===== src/rtl/regfile_onehot_sb.sv =====
// 32 x DATA_WIDTH register file fed by one-hot write strobes, with a pending-write scoreboard.
// Define REGFILE_BYPASS_EN to forward writeback data/busy-clears into the same cycle's reads and stall.
module regfile_onehot_sb #(
    parameter int DATA_WIDTH = 32
) (
    input  logic                  clock,
    input  logic                  ctrl_reset,
    input  logic                  ctrl_writeEnable,
    input  logic [31:0]           write_onehot,
    input  logic [DATA_WIDTH-1:0] data_writeReg,
    input  logic [4:0]            ctrl_readRegA,
    input  logic [4:0]            ctrl_readRegB,
    output logic [DATA_WIDTH-1:0] data_readRegA,
    output logic [DATA_WIDTH-1:0] data_readRegB,
    input  logic                  issue_valid,
    input  logic [4:0]            issue_reg,
    output logic [31:0]           busy,
    output logic                  stall,
    output logic                  onehot_err
);

    logic [DATA_WIDTH-1:0] regs_q [32];
    logic [31:0]           busy_q, busy_d;
    logic                  onehot_err_q, onehot_err_d;
    logic [31:0]           wr_vec, busy_view, set_vec;
    logic                  multi_hot, haz_a, haz_b, haz_w;
    logic [DATA_WIDTH-1:0] rd_a, rd_b;

    // Strobe for r0 is dropped here so r0 is never written and never cleared.
    assign wr_vec    = ctrl_writeEnable ? {write_onehot[31:1], 1'b0} : 32'd0;
    assign multi_hot = ctrl_writeEnable && ((write_onehot & (write_onehot - 32'd1)) != 32'd0);

`ifdef REGFILE_BYPASS_EN
    assign busy_view = busy_q & ~wr_vec;
`else
    assign busy_view = busy_q;
`endif

    assign haz_a = busy_view[ctrl_readRegA] && (ctrl_readRegA != 5'd0);
    assign haz_b = busy_view[ctrl_readRegB] && (ctrl_readRegB != 5'd0);
    assign haz_w = busy_view[issue_reg] && (issue_reg != 5'd0);
    assign stall = issue_valid && (haz_a || haz_b || haz_w);

    // Set is OR-ed after the clear so a new producer owns a register written back on the same edge.
    // NOTE: every variable written in always_comb gets a default first, otherwise a latch is inferred.
    always_comb begin
        set_vec = 32'd0;
        if (issue_valid && !stall && (issue_reg != 5'd0)) begin
            set_vec[issue_reg] = 1'b1;
        end
        busy_d       = (busy_q & ~wr_vec) | set_vec;
        busy_d[0]    = 1'b0;
        onehot_err_d = onehot_err_q | multi_hot;
    end

    always_comb begin
        rd_a = (ctrl_readRegA == 5'd0) ? '0 : regs_q[ctrl_readRegA];
        rd_b = (ctrl_readRegB == 5'd0) ? '0 : regs_q[ctrl_readRegB];
`ifdef REGFILE_BYPASS_EN
        if (!ctrl_reset && wr_vec[ctrl_readRegA]) rd_a = data_writeReg;
        if (!ctrl_reset && wr_vec[ctrl_readRegB]) rd_b = data_writeReg;
`endif
    end

    // NOTE: the storage array is reset on purpose: reset must leave a zeroed file, so it maps to flops, not RAM.
    always_ff @(posedge clock or posedge ctrl_reset) begin
        if (ctrl_reset) begin
            for (int i = 0; i < 32; i++) regs_q[i] <= '0;
            busy_q       <= 32'd0;
            onehot_err_q <= 1'b0;
        end else begin
            for (int i = 1; i < 32; i++) begin
                if (wr_vec[i]) regs_q[i] <= data_writeReg;
            end
            busy_q       <= busy_d;
            onehot_err_q <= onehot_err_d;
        end
    end

    assign data_readRegA = rd_a;
    assign data_readRegB = rd_b;
    assign busy          = busy_q;
    assign onehot_err    = onehot_err_q;

endmodule

===== config.mk =====
export PLATFORM = sky130hd
export DESIGN_NAME = regfile_onehot_sb
export DESIGN_NICKNAME = d
export VERILOG_FILES = /design/src/rtl/regfile_onehot_sb.sv
export SDC_FILE = /design/constraint.sdc
export NUM_CORES = 2
export LEC_CHECK = 0
export BUFFER_PORTS_ARGS = -buffer_cell sky130_fd_sc_hd__buf_2
export CAP_MARGIN = 10
export CELL_PAD_IN_SITES_DETAIL_PLACEMENT = 0
export CELL_PAD_IN_SITES_GLOBAL_PLACEMENT = 1
export CORE_ASPECT_RATIO = 1.25
export CORE_MARGIN = 2
export CORE_UTILIZATION = 54
export CTS_CLUSTER_DIAMETER = 30
export DETAILED_ROUTE_END_ITERATION = 8
export PLACE_DENSITY_LB_ADDON = 0.1
export SETUP_SLACK_MARGIN = 0.3
export SYNTH_ARGS = -nofsm -noshare
export SYNTH_HDL_FRONTEND = slang
export SYNTH_SLANG_ARGS = --single-unit

===== constraint.sdc =====
create_clock -name clock -period 40.9 [get_ports clock]
set_clock_uncertainty 0.2 [all_clocks]
set_input_delay 2.045 -clock clock [delete_from_list [all_inputs] [get_ports clock]]
set_output_delay 2.045 -clock clock [all_outputs]
set_load 0.01 [all_outputs]

==> summary by stage <==
Run status
The flow ran to the end, and the final reports show no timing, DRC or antenna violations.

Timing
The max-slew violation count is 0. Setup violations remaining at the end of the flow were counted as 0. Setup repair after global routing left no endpoint under its margin.

For the pin with the worst max-slew slack, the measured transition is about 1.2 ns. The final-report hold violation count is 0. The total negative setup slack is 0 ns.

The worst path uses a little over a fifth of the clock period. The maximum clock rate is about 110 MHz. In this run the tightest slew margin relative to its limit is approximately a fifth. The smallest clock period supported by the final layout is computed as a little under 9 ns.

Power and ir drop
The power density over cell area is around 56 mW/mm^2. The analysis attributes to cell leakage a power of 25.9 nW. The maximum ir drop on the vdd rail is 0.0478 mV.

Synthesis
The most frequent cell after synthesis is sky130_fd_sc_hd__mux2_2. The synthesized netlist occupies a cell area of between 0.05 and 0.06 mm^2. Synthesis produced a netlist whose cell count is around 3500. Counting distinct cell types in the post-synthesis netlist gives 54.

The async set or reset register ratio after synthesis is 100%. The count of yosys warnings during synthesis is 32. The top flip-flop cell by instance count after synthesis is sky130_fd_sc_hd__dfrtp_1.

The top-area cell type share of the netlist area is a little under half. Ranked by instance count, the synthesized netlist is headed by sky130_fd_sc_hd__mux2_2 (1096), sky130_fd_sc_hd__dfrtp_1 (1024), sky130_fd_sc_hd__mux4_2 (590). The largest total area in the synthesized netlist belongs to sky130_fd_sc_hd__dfrtp_1. The post-synth net total is about 3600. Sorting the synthesized cells by area gives the leading types as sky130_fd_sc_hd__dfrtp_1 (47%), sky130_fd_sc_hd__mux4_2 (24%), sky130_fd_sc_hd__mux2_2 (22%), sky130_fd_sc_hd__clkbuf_1 (1.2%), sky130_fd_sc_hd__a22o_1 (1.0%). The number of enable flip-flop cells after synthesis is 0.

After synthesis the netlist holds a flip-flop and latch count of a little over 1000. For this run, the register share of the synthesized area comes to 46.5%. The mean instance size in the synthesized netlist is 15.8 um^2.

Clock network
Buffers added to address setup during post-CTS repair amount to 0. Once the clock tree was built, the resizer swapped 0 gates to a different size. The cell sitting at the root of the clock tree is a sky130_fd_sc_hd__clkbuf_16.

Buffers inserted to repair hold after CTS numbered 0. The number of buffers created by CTS is roughly 200. The number of H-tree branching levels is 4. The clock latency on the worst-skew pair is 0.79 ns. TritonCTS built the clock tree. After clock tree synthesis, the clock-pin slew on the worst setup and hold paths is roughly 0.040 ns.

For this design, the sink count on the clock tree is between 1000 and 1500. Counting along the longest clock path gives a buffer depth of 3.

Die
The area enclosed by the die boundary is between 0.1 and 0.15 mm^2. The site row count is 130. The floorplan step defined a core boundary enclosing between 0.1 and 0.15 mm^2. The floorplan die height is between 300 and 400 um.

The initial core utilization is a little over half. The chip width is about 290 um. The number of I/O pins is around 180.

Setup path
The endpoint required time on the critical path is 38.65 ns. The critical path in this run is classified as input pin to output pin. In this run the worst path has a maximum fanout of 67. The kind of end point of the critical path is an output pin. STA puts the critical path data arrival time at between 6 and 7 ns. STA classifies the critical path startpoint as an input pin.

Final layout
The fraction of layout cells with a size suffix above 1 is between 60 and 70%. The layout overhead on the synthesized area is 16.3%. The area of combinational cells with multiple inputs is 0.0281 mm^2. The sequential cell area is around 0.026 mm^2. The filler cell count is about 7300. After routing the design area is about 0.064 mm^2. The final-stage net count is 3636.

Global route
In the global route stage, overall resource usage came out at 33.3%. The first-pass GRT wire length is 253 mm. The met3 usage in global routing is between 5 and 6%.

The met1 global-route usage is between 40% and 50%. The number of antenna violations at the first check in global routing is 5. The maximum number of pins on one net before global-route repair is ~190. The aggregate global routing overflow is 0. The number of global-route vias before repair was ~38000. The met2 track utilization from global routing is a little over half. The peak-usage layer in the global routing report is met2.

Detailed routing
After the first detailed-routing iteration, the DRC count stood at 2975. The number of optimization iterations in the first detailed-route pass is 7. The final layout contains routed wiring with a total length of between 150 and 200 mm. The count of nets left with antenna violations once routing finished came out at 0.

For this run, design rule violations remaining after detail routing come to 0. The routed layout has around 35000 vias. The average wire length per cell after detail routing is ~34 um.

The detailed-route vias per instance is between 6 and 7.

Place
The count of input and output buffers is between 150 and 200. After detailed placement, the total cell area comes to ~0.057 mm^2. The last weighted congestion value of the routability-driven placer is roughly 0.8. The wire-length estimate of the detail-placed layout is 86.5 mm.

Run
The total of max-cap violations is 0.

Min path
The worst min-delay path class is flop to flop.
through the flow:
step	instances	power [W]	worst slack (ns)	util [%]	hold WS, ns
CTS	5034	0.00363	32.16	63.5	0.320
finish	5035	0.00362	32.04	63.5	0.318
floorplan	3488	0.00170	9.84	-	0.291
global placement	4670	0.00185	32.11	56.3	0.299
detailed placement	4670	0.00188	32.15	56.3	0.309
global route	5034	0.00374	32.00	63.5	0.330
per-layer routing:
layer | part of all wire [%] | routed length (um)
met1 | 39 | 65700
met5 | 0.0059 | 10
met4 | 4.5 | 7640
met2 | 50 | 85400
met3 | 6.3 | 10600
power breakdown:
group          leakage (nW)  total (W)  internal, W  switching (W)
logic                  10.3   0.000598     0.000343       0.000256
registers              12.1    0.00127      0.00116       0.000109
clock network          3.47    0.00175      0.00118       0.000565
total                  25.9    0.00362      0.00269       0.000929
cells in the final DEF, fill, tap and decap left out, drive strengths merged, types with 2 or more instances in the layout:
master / n
a211oi: 2
a21oi: 6
a221oi: 3
a22o: 63
buf: 228
bufinv: 36
clkbuf: 248
clkinv: 38
clkinvlp: 25
dfrtp: 1024
inv: 27
mux2: 1096
mux2i: 13
mux4: 590
nand2: 71
nand2b: 2
nand3: 5
nand3b: 7
nand4: 8
nand4b: 2
nor2: 110
nor2b: 3
nor3: 16
nor3b: 3
nor4: 9
nor4b: 2
o2111ai: 3
o21ai: 38
o22ai: 5
o32ai: 3
or3: 7
or3b: 4
or4: 2
sequential cells by signal, indices dropped and copies added (netlist names):
| register | cells |
|---|---|
| regs_q | 992 |
| onehot_err | 1 |
| busy | 31 |
critical path: stages:
cell                     delay [ns]
sky130_fd_sc_hd__buf_8         0.46
sky130_fd_sc_hd__buf_4         0.67
sky130_fd_sc_hd__buf_4         0.98
sky130_fd_sc_hd__buf_4         0.74
sky130_fd_sc_hd__mux2_2        0.41
sky130_fd_sc_hd__a22o_1        0.18
sky130_fd_sc_hd__mux4_2        0.44
sky130_fd_sc_hd__nor2_1        0.20
sky130_fd_sc_hd__nor2_1        0.08
sky130_fd_sc_hd__buf_2         0.15
final timing paths:
path	start	end	slack, ns	cells past startpoint
worst max-delay path	ctrl_readRegB[1]	data_readRegB[19]	32.04	10
worst min-delay path	regs_q[298]	regs_q[298]	0.32	1
worst max register to register	busy[13]	busy[26]	37.85	6
worst min register to register	regs_q[298]	regs_q[298]	0.32	1
max in group asynchronous	ctrl_reset	regs_q[654]	36.03	5
min in group asynchronous	ctrl_reset	regs_q[480]	1.23	2
kinds of logic (layout without fill, tap and decap cells):
logic type,count (synthesis),count (layout),share of synthesized area (%)
other,1,2,0.00681
buffers and inverters,376,602,2.71
AOI/OAI and AO/OA,135,135,1.81
DFF,1024,1024,46.5
adders and majority gates,1,1,0.0182
and+or+nand+nor,252,252,2.14
muxes,1699,1699,46.8
final cells by class:
cell class              count  area share (%)
diodes                      1         0.00391
clock buffers             248            8.62
clock inverters           116            2.67
inverters                  10          0.0781
multi-input cells        2088            43.9
flip-flops and latches   1024            40.0
well taps                1320            2.58
repair buffers            228            2.09
Note: power is estimated with default switching activity, not from simulation.
